## config.mk

```make
export PLATFORM = sky130hd
export DESIGN_NAME = frame_scheduler
export DESIGN_NICKNAME = d
export VERILOG_FILES = /design/src/rtl/frame_scheduler_pkg.sv /design/src/rtl/frame_tick_gen.sv /design/src/rtl/frame_scheduler.sv
export SDC_FILE = /design/constraint.sdc
export NUM_CORES = 1
export LEC_CHECK = 0
export ABC_CLOCK_PERIOD_IN_PS = 3200
export BUFFER_PORTS_ARGS = -buffer_cell sky130_fd_sc_hd__buf_4
export CAP_MARGIN = 20
export CORE_ASPECT_RATIO = 1.75
export CORE_MARGIN = 2
export CORE_UTILIZATION = 58
export CTS_BUF_LIST = sky130_fd_sc_hd__clkbuf_8
export CTS_CLUSTER_SIZE = 20
export DETAILED_ROUTE_END_ITERATION = 16
export GPL_TIMING_DRIVEN = 0
export PLACE_DENSITY_LB_ADDON = 0.25
export SYNTH_ARGS = -nofsm -noshare
export SYNTH_HDL_FRONTEND = slang
export SYNTH_SLANG_ARGS = --single-unit
```

## constraint.sdc

```tcl
create_clock -name clk -period 3.2 [get_ports clk]
set_clock_uncertainty 0.15 [all_clocks]
set_input_delay 0.32 -clock clk [delete_from_list [all_inputs] [get_ports clk]]
set_output_delay 0.32 -clock clk [all_outputs]
set_load 0.05 [all_outputs]
```

## src/rtl/frame_scheduler_pkg.sv

```systemverilog
// Shared definitions for the frame scheduler: sequence state encoding and
// frame-period constants for a 50 MHz clock.
package frame_scheduler_pkg;

   typedef enum logic [1:0] {
      ST_IDLE   = 2'd0,
      ST_ERASE  = 2'd1,
      ST_UPDATE = 2'd2,
      ST_DRAW   = 2'd3
   } state_e;

   localparam int unsigned FPS60_CYCLES = 833333;
   localparam int unsigned FPS30_CYCLES = 1666667;
   localparam int          FRAME_NUM_W  = 16;

endpackage

```

## src/rtl/frame_tick_gen.sv

```systemverilog
// Display-frame down-counter; emits a one-cycle frame_tick when the count
// reaches zero while enabled, then reloads on the following cycle.
module frame_tick_gen
   import frame_scheduler_pkg::*;
#(
   parameter int unsigned CYCLES_PER_FRAME = FPS60_CYCLES,
   parameter int          CNT_W            = 20
) (
   input  logic clk,
   input  logic resetn,
   input  logic enable,
   output logic frame_tick
);

   localparam logic [CNT_W-1:0] RELOAD = CNT_W'(CYCLES_PER_FRAME - 1);

   logic [CNT_W-1:0] cnt;

   always_ff @(posedge clk) begin
      if (!resetn)
         cnt <= RELOAD;
      else if (enable)
         cnt <= (cnt == '0) ? RELOAD : cnt - 1'b1;
   end

   // Gated by resetn so no tick escapes while reset is being applied.
   assign frame_tick = resetn && enable && (cnt == '0);

endmodule

```

## src/rtl/frame_scheduler.sv

```systemverilog
// Game-loop scheduler: divides display frames into game ticks and sequences
// the erase -> update -> draw phases, flagging ticks that arrive while busy.
module frame_scheduler
   import frame_scheduler_pkg::*;
#(
   parameter int unsigned CYCLES_PER_FRAME = FPS60_CYCLES,
   parameter int          CNT_W            = 20
) (
   input  logic                   clk,
   input  logic                   resetn,
   input  logic                   enable,
   input  logic [3:0]             skip_count,
   input  logic                   erase_done,
   input  logic                   update_done,
   input  logic                   draw_done,
   input  logic                   clear_overrun,
   output logic                   erase_start,
   output logic                   update_start,
   output logic                   draw_start,
   output logic                   frame_tick,
   output logic                   busy,
   output logic                   overrun,
   output logic [FRAME_NUM_W-1:0] frame_number
);

   state_e     state, state_nx;
   logic       tick;
   logic       game_tick;
   logic       seq_done;
   logic [3:0] skip_cnt;
   logic       erase_q, update_q, draw_q;

   frame_tick_gen #(
      .CYCLES_PER_FRAME(CYCLES_PER_FRAME),
      .CNT_W           (CNT_W)
   ) u_tick (
      .clk       (clk),
      .resetn    (resetn),
      .enable    (enable),
      .frame_tick(tick)
   );

   assign frame_tick = tick;
   assign game_tick  = tick && (skip_cnt == 4'd0);

   always_ff @(posedge clk) begin
      if (!resetn)
         skip_cnt <= 4'd0;
      else if (tick)
         skip_cnt <= (skip_cnt == 4'd0) ? skip_count : skip_cnt - 1'b1;
   end

   always_ff @(posedge clk) begin
      if (!resetn)
         state <= ST_IDLE;
      else
         state <= state_nx;
   end

   always_comb begin
      state_nx = state;
      seq_done = 1'b0;
      case (state)
         ST_IDLE:   if (game_tick)   state_nx = ST_ERASE;
         ST_ERASE:  if (erase_done)  state_nx = ST_UPDATE;
         ST_UPDATE: if (update_done) state_nx = ST_DRAW;
         ST_DRAW: begin
            if (draw_done) begin
               state_nx = ST_IDLE;
               seq_done = 1'b1;
            end
         end
         default:   state_nx = ST_IDLE;
      endcase
   end

   // Start pulses are registered on state entry so they land in the first
   // cycle of the new state.
   always_ff @(posedge clk) begin
      if (!resetn) begin
         erase_q  <= 1'b0;
         update_q <= 1'b0;
         draw_q   <= 1'b0;
      end else begin
         erase_q  <= (state_nx == ST_ERASE)  && (state != ST_ERASE);
         update_q <= (state_nx == ST_UPDATE) && (state != ST_UPDATE);
         draw_q   <= (state_nx == ST_DRAW)   && (state != ST_DRAW);
      end
   end

   assign erase_start  = resetn && erase_q;
   assign update_start = resetn && update_q;
   assign draw_start   = resetn && draw_q;
   assign busy         = resetn && (state != ST_IDLE);

   // A set in the same cycle as a clear wins.
   always_ff @(posedge clk) begin
      if (!resetn)
         overrun <= 1'b0;
      else if (game_tick && (state != ST_IDLE))
         overrun <= 1'b1;
      else if (clear_overrun)
         overrun <= 1'b0;
   end

   always_ff @(posedge clk) begin
      if (!resetn)
         frame_number <= '0;
      else if (seq_done)
         frame_number <= frame_number + 1'b1;
   end

endmodule
```

==> flow_summary.yaml <==
cells_and_area:
  utilization_pct: 70.5
  area_growth_pct: 16.6
  fin_area_um2: 2530
  fin_nets: 304
  nFillCells: 300
  n_antenna_cell: 0
  final_cells: 335
  drive_gt1_share_pct: 16.3
clock_tree:
  cts_tree: "yes"
  cts_hold_repair.buffers: 0
  cts_setup_buffers: 0
  htree_levels: 2
  clock_sinks: 46
  numCtsBuffers: 5
  clockBufferDepth: 2
  ctsRootBufferMaster: "clkbuf_8"
  clk_pin_slew_worst_paths_ps: 80
  clk_latency_ps: 300
  cts_resized: 0
critical_path:
  r2r_cells: 5
  reg2reg_to: "u_tick.cnt[11]"
  required_ps: 2730
  crit_path_max_incr_delay_ps: 580
  path_cells: "or4_4 > or4b_1 > clkbuf_2 > nor3_1 > buf_4"
  critPathArrivalTime_ps: 2420
  r2r_slack_ps: 400
  worstPathMaxFanout: 8
  crit_buf_inv: 2
  cp_slowest_cell: "or4_4"
  end_kind: "primary output"
  timing.rr.start: "u_tick.cnt[14]"
  critPathKind: "register to primary output"
  critical_path.top_delay_family: "simple AND/OR/NAND/NOR gates"
  critPathLaunchType: "register"
logic_synthesis:
  yosysTopAreaCellShare_pct: 42.4
  synth_top_cell_by_area: "dfxtp_1"
  syn-instance-count: 252
  synth_seq_cells: 46
  synth.area.top_cells: "dfxtp_1 42%, xnor2_1 4.4%, nor2_1 3.8%"
  ys_warn_count: 0
  synthArstFlopShare_pct: 0
  synth_edf_count: 0
  synth-seq-area-share_pct: 42.4
  syn_area_per_cell_um2: 8.62
  synthesis.area_um2: 2170
  synth_cell_types: 43
  synth-main-ff-cell: "dfxtp_1"
  synth_nets: 267
status:
  status: "finished clean"
placement:
  place_area_um2: 2450
  gp_congestion: 0.785
  post-dp-hpwl_mm: 3.50
  portBuffers: 30
  dp_cells: 328
grt:
  grt_first_pass_wirelength_mm: 8.14
  grt_start_max_net_pins: 14
  grt_usage_pct: 24.4
  antenna_found_initial: 0
  overflow: 0
  grt_pass1_vias: 1925
power_and_ir_drop:
  power_per_cell_area_nw_per_um2: 385
  ir_drop_uv: 319
  power.total_uw: 975
  p_leak_nw: 0.912
route:
  totalWireLength_mm: 4.73
  drt-wirelength-per-cell_um: 14.1
  firstDrtPassIters: 4
  ant_nets: 0
  post-route-drc-count: 0
  dr_total_vias: 2005
  viasPerCell: 5.99
  drtIter0Drc: 26
sta:
  hold_viol_final: 0
  rsz0062_at_grt: "false"
  finalMaxSlewViolations: 0
  setup_tns_ps: 0
  min_period_ps: 2890
  setup_viol: 0
  finalCritPeriodShare_pct: 90.4
  clock.fmax_mhz: 346
  slew_headroom_pct: 38.8
  max_slew.worst_pin.slew_ps: 908
floorplan:
  die_y_um: 85.0
  ioPinCount: 33
  initial_utilization_pct: 60.5
  die_w_um: 50.3
  dieArea_um2: 4270
  core_um2: 3590
  row_count: 29
flow_run:
  maxCapViolCount: 0
worst_hold_path:
  hold_class: "primary input to register"
  hold_depth: 3
  whs_endpoint: "draw_q"
  worstHoldStart: "update_done"
-- cell usage after synthesis, drive strengths merged, types with 3 or more instances --
master  instances
dfxtp          46
o211ai          3
xnor2          11
nand2          16
nor2           22
or4            12
nand3          16
clkbuf         11
xor2            7
nor3            9
o21ai          12
inv             8
nor4            5
and2            4
o31ai           9
ha              4
nand4           4
or3            12
and3            6
a21oi          10
-- registers in the layout, summed over array words and instances, names as in the netlist --
name / cells
draw_q: 1
u_tick.cnt: 20
update_q: 1
skip_cnt: 4
frame_number: 16
state: 2
overrun: 1
erase_q: 1
-- layout make-up --
type / count / area [um^2] / share of cell area, %
Buffer: 13 / 58.8 / 2.32
Inverter: 9 / 33.8 / 1.33
Sequential cell: 46 / 921 / 36.3
Tap cell: 46 / 57.6 / 2.27
Clock inverter: 2 / 10.0 / 0.395
Multi-Input combinational cell: 184 / 1160 / 45.7
Timing Repair Buffer: 30 / 225 / 8.89
Clock buffer: 5 / 68.8 / 2.72
-- per-layer routing --
layer  global-route usage (%)  wire (um)
met3                     4.40        186
met5                        0          0
met1                     24.5       1800
met4                     12.9        112
met2                     45.7       2630
-- worst register-to-register path, cell delays in order, from the launching register on --
cell and delay (ps):
dfxtp_1 370, or4_4 580, or4b_1 520, clkbuf_2 180, o21ai_0 740, nor2_1 110
-- report_power, final --
group          leakage [nW]  internal [mW]  total (mW)  switching, mW
logic                 0.497         0.0218      0.0511         0.0293
registers             0.372          0.578       0.586        0.00800
clock network        0.0438          0.147       0.338          0.191
-- per-stage QoR --
stage | setup WS (ps) | hold WS (ps)
2_1_floorplan | 103 | 288
3_3_place_gp | 420 | 309
3_5_place_dp | 415 | 325
4_1_cts | 325 | 111
5_1_grt | 182 | 129
6_report | 309 | 111
-- logic make-up after synthesis --
family	after synthesis	share of synthesized area, %
buffers and inverters	22	4.26
multiplexers	2	0.922
AND/OR/NAND/NOR	119	30.9
AO/OA/AOI/OAI	41	12.0
adder cells (fa/ha/maj)	4	2.30
XOR/XNOR	18	7.26
flip-flops	46	42.4
-- cells in the final DEF (no fill, tap or decap), types with 2 or more instances in the layout --
cell type  Yosys  routed
mux2i_1        2       2
nand2_1       16      16
and3_1         6       6
nand3_1       16      16
or4_1         10      10
a21oi_1       10      10
clkbuf_8       0       5
o21ai_0       12      12
ha_1           4       4
or3_1          9       9
dfxtp_1       46      46
nor2_1        22      22
o211ai_1       3       3
nand3b_1       2       2
xnor2_1       11      11
nor4_1         5       5
and4_1         2       2
buf_4          0      30
nor4b_1        2       2
and2_1         4       4
nor3_1         9       9
xor2_1         7       7
clkbuf_1      10      10
o31ai_1        9       9
or4b_1         2       2
clkinv_2       0       2
o311a_1        2       2
or3_2          3       3
nand4_1        4       4
inv_1          8       8
-- worst max-delay path by stage --
stage	end	cells past startpoint	slack, ps	start
finish	frame_tick	5	310	u_tick.cnt[14]
global route	frame_tick	5	180	u_tick.cnt[14]
CTS	frame_tick	5	320	u_tick.cnt[14]
detailed placement	u_tick.cnt[6]	5	410	u_tick.cnt[14]
global placement	u_tick.cnt[7]	5	420	u_tick.cnt[14]
floorplan	frame_tick	4	100	u_tick.cnt[14]
Note: power is estimated with default switching activity, not from simulation.
